## src/rtl/fetch_queue_pkg.sv

```systemverilog
// Shared definitions for the CPU fetch front end: PC select codes and the
// latency/depth limits of the fetch queue.
package fetch_queue_pkg;

  typedef enum logic [1:0] {
    PC_SEL_INC    = 2'd0,
    PC_SEL_JMP    = 2'd1,
    PC_SEL_BRANCH = 2'd2,
    PC_SEL_HOLD   = 2'd3
  } pc_sel_e;

  localparam int FQ_MIN_RD_LATENCY = 1;
  localparam int FQ_MAX_RD_LATENCY = 4;

  // One slot per outstanding read plus one for the head held under a stall.
  function automatic int fq_depth(input int rd_latency);
    return rd_latency + 1;
  endfunction

endpackage

```

## src/rtl/fetch_queue_fifo.sv

```systemverilog
// Show-ahead FIFO with synchronous flush; dout always presents the oldest entry.
module fetch_fifo
  import fetch_queue_pkg::*;
#(
  parameter  int WIDTH = 8,
  parameter  int DEPTH = 2,
  localparam int PTR_W = (DEPTH > 1) ? $clog2(DEPTH) : 1,
  localparam int CNT_W = $clog2(DEPTH + 1)
) (
  input  logic             clk,
  input  logic             rst_n,
  input  logic             push,
  input  logic             pop,
  input  logic             flush,
  input  logic [WIDTH-1:0] din,
  output logic [WIDTH-1:0] dout,
  output logic [CNT_W-1:0] count
);

  logic [WIDTH-1:0] mem_q [DEPTH];
  logic [WIDTH-1:0] mem_d [DEPTH];
  logic [PTR_W-1:0] rd_ptr_q, rd_ptr_d;
  logic [PTR_W-1:0] wr_ptr_q, wr_ptr_d;
  logic [CNT_W-1:0] count_q, count_d;

  // Pointers wrap at DEPTH, which need not be a power of two.
  function automatic logic [PTR_W-1:0] ptr_inc(input logic [PTR_W-1:0] p);
    return (p == PTR_W'(DEPTH - 1)) ? '0 : p + PTR_W'(1);
  endfunction

  always_comb begin
    mem_d    = mem_q;
    rd_ptr_d = rd_ptr_q;
    wr_ptr_d = wr_ptr_q;
    count_d  = count_q;
    if (flush) begin
      rd_ptr_d = '0;
      wr_ptr_d = '0;
      count_d  = '0;
    end else begin
      if (push) begin
        mem_d[wr_ptr_q] = din;
        wr_ptr_d        = ptr_inc(wr_ptr_q);
      end
      if (pop) begin
        rd_ptr_d = ptr_inc(rd_ptr_q);
      end
      count_d = count_q + CNT_W'(push) - CNT_W'(pop);
    end
  end

  always_ff @(posedge clk) begin
    mem_q <= mem_d;
  end

  always_ff @(posedge clk or negedge rst_n) begin
    if (!rst_n) begin
      rd_ptr_q <= '0;
      wr_ptr_q <= '0;
      count_q  <= '0;
    end else begin
      rd_ptr_q <= rd_ptr_d;
      wr_ptr_q <= wr_ptr_d;
      count_q  <= count_d;
    end
  end

  assign dout  = mem_q[rd_ptr_q];
  assign count = count_q;

endmodule

```

## src/rtl/fetch_queue.sv

```systemverilog
// Fetch stage: issues code-memory reads against a fixed read latency and
// buffers returned instructions, tagged with their PC-advance count.
module fetch_queue
  import fetch_queue_pkg::*;
#(
  parameter  int INSTR_WIDTH     = 64,
  parameter  int CODE_RD_LATENCY = 1,
  parameter  int CNT_WIDTH       = 6,
  localparam int QDEPTH          = fq_depth(CODE_RD_LATENCY)
) (
  input  logic                   clk,
  input  logic                   rst_n,
  input  logic                   branch_mispredict,
  input  logic [INSTR_WIDTH-1:0] instr_in,
  input  logic                   next_rdy,
  output logic                   inst_rd_en,
  output logic                   PC_en,
  output logic [INSTR_WIDTH-1:0] instr_out,
  output logic [CNT_WIDTH-1:0]   ocount,
  output logic                   vld
);

  localparam int QCNT_W = $clog2(QDEPTH + 1);
  localparam int OCC_W  = QCNT_W + 1;
  localparam int ENT_W  = INSTR_WIDTH + CNT_WIDTH;

  if (CODE_RD_LATENCY < FQ_MIN_RD_LATENCY || CODE_RD_LATENCY > FQ_MAX_RD_LATENCY) begin : g_bad_latency
    $error("fetch_queue: CODE_RD_LATENCY out of range");
  end

  logic [CODE_RD_LATENCY-1:0] tag_vld_q, tag_vld_d;
  logic [CNT_WIDTH-1:0]       tag_cnt_q [CODE_RD_LATENCY];
  logic [CNT_WIDTH-1:0]       tag_cnt_d [CODE_RD_LATENCY];
  logic [CNT_WIDTH-1:0]       fcnt_q, fcnt_d;
  logic [OCC_W-1:0]           inflight;
  logic [OCC_W-1:0]           occ;
  logic [QCNT_W-1:0]          qcount;
  logic [ENT_W-1:0]           head_ent;
  logic                       issue;
  logic                       capture;
  logic                       pop;
  logic                       q_vld;

  always_comb begin
    pop = q_vld & next_rdy & ~branch_mispredict;

    inflight = '0;
    for (int i = 0; i < CODE_RD_LATENCY; i++) begin
      inflight = inflight + OCC_W'(tag_vld_q[i]);
    end

    // Every read in flight owns a queue slot, so the queue cannot overflow.
    occ     = inflight + OCC_W'(qcount) - OCC_W'(pop);
    issue   = ~branch_mispredict & (occ < OCC_W'(QDEPTH));
    capture = tag_vld_q[CODE_RD_LATENCY-1] & ~branch_mispredict;
    fcnt_d  = fcnt_q + CNT_WIDTH'(issue);

    // Issue stage -> in-flight stage 0; each stage advances one cycle.
    tag_vld_d    = '0;
    tag_cnt_d    = tag_cnt_q;
    tag_vld_d[0] = issue;
    tag_cnt_d[0] = fcnt_q;
    for (int i = 1; i < CODE_RD_LATENCY; i++) begin
      tag_vld_d[i] = tag_vld_q[i-1] & ~branch_mispredict;
      tag_cnt_d[i] = tag_cnt_q[i-1];
    end
  end

  always_ff @(posedge clk or negedge rst_n) begin
    if (!rst_n) begin
      tag_vld_q <= '0;
      fcnt_q    <= '0;
    end else begin
      tag_vld_q <= tag_vld_d;
      fcnt_q    <= fcnt_d;
    end
  end

  always_ff @(posedge clk) begin
    tag_cnt_q <= tag_cnt_d;
  end

  // Last in-flight stage -> queue: read data joins its issue-time tag.
  fetch_fifo #(
    .WIDTH (ENT_W),
    .DEPTH (QDEPTH)
  ) u_fifo (
    .clk   (clk),
    .rst_n (rst_n),
    .push  (capture),
    .pop   (pop),
    .flush (branch_mispredict),
    .din   ({instr_in, tag_cnt_q[CODE_RD_LATENCY-1]}),
    .dout  (head_ent),
    .count (qcount)
  );

  assign q_vld      = (qcount != '0);
  assign vld        = q_vld;
  assign inst_rd_en = issue & rst_n;
  assign PC_en      = issue & rst_n;
  assign instr_out  = q_vld ? head_ent[ENT_W-1:CNT_WIDTH] : '0;
  assign ocount     = q_vld ? (fcnt_q - head_ent[CNT_WIDTH-1:0]) : '0;

endmodule
```

## config.mk

```make
export PLATFORM = sky130hd
export DESIGN_NAME = fetch_queue
export DESIGN_NICKNAME = d
export VERILOG_FILES = /design/src/rtl/fetch_queue_pkg.sv /design/src/rtl/fetch_queue_fifo.sv /design/src/rtl/fetch_queue.sv
export SDC_FILE = /design/constraint.sdc
export NUM_CORES = 1
export LEC_CHECK = 0
export CORE_UTILIZATION = 40
export CTS_CLUSTER_DIAMETER = 40
export DETAILED_ROUTE_END_ITERATION = 12
export GPL_TIMING_DRIVEN = 0
export PLACE_DENSITY = 0.75
export SLEW_MARGIN = 20
export SYNTH_ARGS = -nofsm -noshare
export SYNTH_HDL_FRONTEND = slang
export SYNTH_SLANG_ARGS = --single-unit
```

## constraint.sdc

```tcl
create_clock -name clk -period 11.6 [get_ports clk]
set_clock_uncertainty 0.15 [all_clocks]
set_input_delay 1.74 -clock clk [delete_from_list [all_inputs] [get_ports clk]]
set_output_delay 1.74 -clock clk [all_outputs]
set_load 0.01 [all_outputs]
```

==> impl.org, run 1 <==
** Final layout
- The final layout contains between 600 and 700 nets.
- Multi-input combinational cell area :: 0.001403 mm^2
- The sequential cells in the finished layout cover a total of between 0.004 and 0.005 mm^2.
- Number of filler cells placed in the layout :: between 1000 and 1500
- Design area :: roughly 0.0084 mm^2
- Excluding fillers, the count of instances in the completed layout stands at between 700 and 800.
- Measured on the finished design, the core utilization comes to 0.5738.
- Relative to the synthesized area, the layout overhead comes to 38.33%.
- 0 antenna diodes ended up in the layout.
- Ratio of cells with drive above 1 in the final layout :: 0.08743

** Die
- Die ar. :: ~0.016 mm^2
- Measured along the x axis, the die boundary spans about 130 um.
- Rows :: 44
- Boundary Pins :: 141
- Die Y-Extent :: roughly 130 um
- The core region is around 0.015 mm^2.
- Initial core utilization :: 0.4148

** Pwr
- Power density cells :: 252.2 mW/mm^2
- Summing internal, switching and leakage power gives around 0.0021 W.
- Leakage dissipation :: ~2.9 nW
- Worst vdd rail ir drop :: around 150 uV

** Placed design
- Buffers placed on the I/O ports in this run total 140.
- HPWL after detailed placement :: roughly 8.1 mm
- At the end of routability-driven placement, the weighted congestion stood at about 0.74.
- Count of placed standard cells including taps :: 701
- Cell area after placement :: 0.007834 mm^2

** Route
- Summed over all layers, the routed wires come to 11.52 mm.
- In the routed layout, each cell is associated on average with a via count of between 4 and 5.
- Antenna-violating nets left :: 0
- The routed layout has 3438 vias.
- Final routed DRC violation total :: 10
- Before antenna repair, the detailed router went through 10 iterations.
- Average wire per cell in the routed design :: ~16 um
- The detailed router finished its first iteration with 240 violations.

** Logic synthesis
- Async set-or-reset flop fraction in the synthesized netlist :: 0.07006
- Summing every instance area after synthesis gives approximately 0.0061 mm^2.
- Sorting the synthesized cells by area gives the leading types as edfxtp_1, mux2i_1, nor2_1, dfrtp_1, ha_1.
- Seq cells post-synth :: 157
- Instance count of the mapped netlist :: around 370
- Summed over all instances, the cell type with the most area after synthesis is edfxtp_1.
- Syn avg cell area :: 16.35 um^2
- The share of synthesized area in the top cell type comes to 0.6895.
- Post-synthesis sequential area ratio :: 0.7544
- Counting every net in the synthesized netlist gives 453.
- Counting flops with a built-in enable in the synthesized netlist gives 140.
- The synthesized netlist contains 25 unique library cells.
- Yosys instantiated no cell more often than edfxtp_1.
- In the synthesized netlist the dominant register cell turns out to be edfxtp_1.
- Yosys synthesis warning count :: 0
- Top cell types by occurrence after synthesis :: edfxtp_1, nor2_1, mux2i_1

** STA
- Final hold violations :: 0
- Based on the critical path, the design can be clocked at up to 152.9 MHz.
- Setup repair after global routing left no endpoint under its margin.
- The routed design could run at a clock period as short as roughly 6.5 ns.
- Max Transition Viols Final :: 0
- At the pin with the least slew margin, the transition time is around 0.56 ns.
- Final worst-path cycle share :: 0.5638
- After routing, the total negative slack on setup checks comes to 0 ns.
- Setup violations remaining at the end of the flow were counted as 0.
- Headroom to the max-slew limit :: 0.6286

** Global route
- For this run, global-route usage on met3 was measured as 0.04664.
- Via count of the first global-routing pass :: between 3000 and 4000
- Summed over all layers, the global routing overflow is 0.
- Maximum number of pins on one net before global-route repair :: 41
- Met2 routing resource usage after global routing :: 0.2637
- In the global route stage, met1 resource usage came out at 0.1767.
- Across every metal layer, demand over resource in global routing totals 0.1538.
- Global-route wire length before repair :: 18.06 mm
- The initial antenna violation count came to 1.
- The layer flagged by global routing as most heavily used is met2.

** Status
- Failing checks :: design-rule violations
- Run status :: complete, but fails checks

** Worst setup path
- Peak fanout along the critical path :: 7
- Together, buffers and inverters on the worst path number 4.
- Kind of end point of the critical path :: output port
- Worst stage delay on the critical path :: 0.62 ns
- By instance count, the cell type seen most on the critical path is clkdlybuf4s50_1.
- Slowest library cell on the worst path :: clkdlybuf4s50_1
- For the worst setup path, the data required time is around 10 ns.
- The worst setup path is of the input port to output port kind.
- STA classifies the critical path startpoint as an input port.
- STA puts the critical path data arrival time at about 4.7 ns.
- Traced cell by cell, the critical path runs through clkdlybuf4s50_1, nor2_1, ha_1, inv_1, nand2_1, fa_1, xor2_1, nor3b_1, and2_1, buf_4, clkdlybuf4s50_1.
- CP delay by family, top :: buffers and inverters

** CTS
- For this design, the CTS-stage hold fixing added 0 buffers.
- Buffers inserted during post-CTS setup optimization :: 0
- Clock tree synthesis found a total of between 150 and 200 sinks.
- Number of H-tree levels :: 4
- The later pin in the worst-skew pair is clocked with a latency of approximately 0.41 ns.
- TritonCTS created 17 clock buffers.
- In this run the deepest clock path goes through 2 buffers.
- TritonCTS clock tree :: done
- In this run the clock root is driven by a clkbuf_16.
- After clock tree synthesis, the repair step resized 0 gates.
- Worst-path clk slew :: about 0.06 ns

** Worst hold path
- Class of the worst hold path :: flop to flop

** Job
- The tool flagged a number of max-cap violations equal to 0.
## logic make-up (layout without fill, tap and decap cells)
group	after synthesis	in the layout	share of synthesized area
buf+inv	23	199	0.01724
compound gates	7	7	0.006977
mux	71	71	0.1170
simple gates	92	92	0.06156
flops	157	157	0.7544
fa+ha+maj	12	12	0.02709
xor+xnor	11	11	0.01580
## layer usage
layer	vias to the layer above	wire length (um)
met5	-	13
met4	2	123
met3	12	540
met2	94	5896
met1	1647	4945
li1	1683	-
## report_power, final
part | internal (W) | switching (W)
combinational | 0.000410 | 0.000404
clock | 0.000342 | 0.000197
sequential | 0.000735 | 0.0000401
## cell type report
class / instances / share of cell area
flip-flops and latches: 157 / 0.5453
repair buffers: 144 / 0.1774
multi-input cells: 193 / 0.1663
clock buffers: 29 / 0.06943
well taps: 184 / 0.02730
plain buffers: 16 / 0.009346
inverters: 7 / 0.003115
clock inverters: 3 / 0.001780
## layout by cell type (no fill, tap or decap)
cell type / Yosys / routed
xor2_1: 4 / 4
and3_1: 1 / 1
nor2_1: 76 / 76
mux2_2: 2 / 2
inv_1: 7 / 7
nand2_1: 3 / 3
a21oi_1: 3 / 3
xnor2_1: 7 / 7
and2_1: 4 / 3
buf_2: 12 / 12
dfxtp_1: 6 / 6
and2_4: 0 / 1
clkdlybuf4s50_1: 0 / 140
nor2b_1: 4 / 3
o21a_1: 1 / 1
o31ai_1: 1 / 1
buf_12: 0 / 2
nand3_1: 3 / 3
ha_1: 10 / 10
clkbuf_1: 3 / 8
mux2i_1: 69 / 69
clkbuf_8: 0 / 3
buf_4: 1 / 1
clkbuf_16: 0 / 21
nor3b_1: 1 / 1
a21o_1: 1 / 1
edfxtp_1: 140 / 140
nor2b_4: 0 / 1
fa_1: 2 / 2
o21ai_0: 1 / 1
clkinv_2: 0 / 3
buf_16: 0 / 2
dfrtp_1: 11 / 11
## worst register-to-register path, cell delays in order, from the launching register on
cell	delay, ns
dfrtp_1	0.43
nor2_1	0.47
inv_1	0.26
nand2_1	0.17
nor2_1	0.05
ha_1	0.28
inv_1	0.09
nand2_1	0.07
fa_1	0.38
xor2_1	0.15
nor3b_1	0.39
ha_1	0.28
ha_1	0.19
nand3_1	0.10
xnor2_1	0.13
## sequential cells by signal (all words and copies together), names as in the netlist
| register | flops |
|---|---|
| u_fifo.mem_q | 140 |
| fcnt_q | 6 |
| tag_cnt_q | 6 |
| u_fifo.count | 2 |
| tag_vld_q | 1 |
| u_fifo.rd_ptr_q | 1 |
| u_fifo.wr_ptr_q | 1 |
## stage by stage
stage,hold WS (ns),setup WS [ns]
floorplan,0.2233,5.926
global placement,0.2549,3.511
detailed placement,0.2649,5.084
CTS,0.2794,5.081
global route,0.2885,4.925
finish,0.2805,5.060
## path summary, 6_finish.rpt
path	start	cells past startpoint	slack, ns	to
setup / recovery	branch_mispredict	11	5.06	inst_rd_en
hold / removal	tag_cnt_q[5]$_DFF_P_	0	0.28	u_fifo.mem_q[5]$_DFFE_PP_
setup reg to reg	u_fifo.count[1]$_DFF_PN0_	14	7.89	fcnt_q[4]$_DFF_PN0_
hold reg to reg	tag_cnt_q[5]$_DFF_P_	0	0.28	u_fifo.mem_q[5]$_DFFE_PP_
max in group asynchronous	rst_n	1	9.42	fcnt_q[1]$_DFF_PN0_
min in group asynchronous	rst_n	1	1.53	u_fifo.wr_ptr_q$_DFFE_PN0P_
(Power assumes the default switching activity.)
==> inputs of run 2 (changes only) <==
==> constraint.sdc (replaced) <==
create_clock -name clk -period 6.8 [get_ports clk]
set_clock_uncertainty 0.15 [all_clocks]
set_input_delay 1.02 -clock clk [delete_from_list [all_inputs] [get_ports clk]]
set_output_delay 1.02 -clock clk [all_outputs]
set_load 0.01 [all_outputs]
==> results of run 2 <==
Same layout as run 1 (identical final DEF). Status: complete, but fails checks: design-rule violations.
Among the figures that moved: setup slack after placement 5.084 ns -> 1.724 ns; setup slack after layout 5.060 ns -> 1.634 ns; start point of the critical path branch_mispredict -> u_fifo.count[1]$_DFF_PN0_; register-to-register setup slack 7.89 ns -> 3.09 ns; total power 0.002127 W -> 0.003629 W; worst IR drop on VDD 150.8 uV -> 257.3 uV
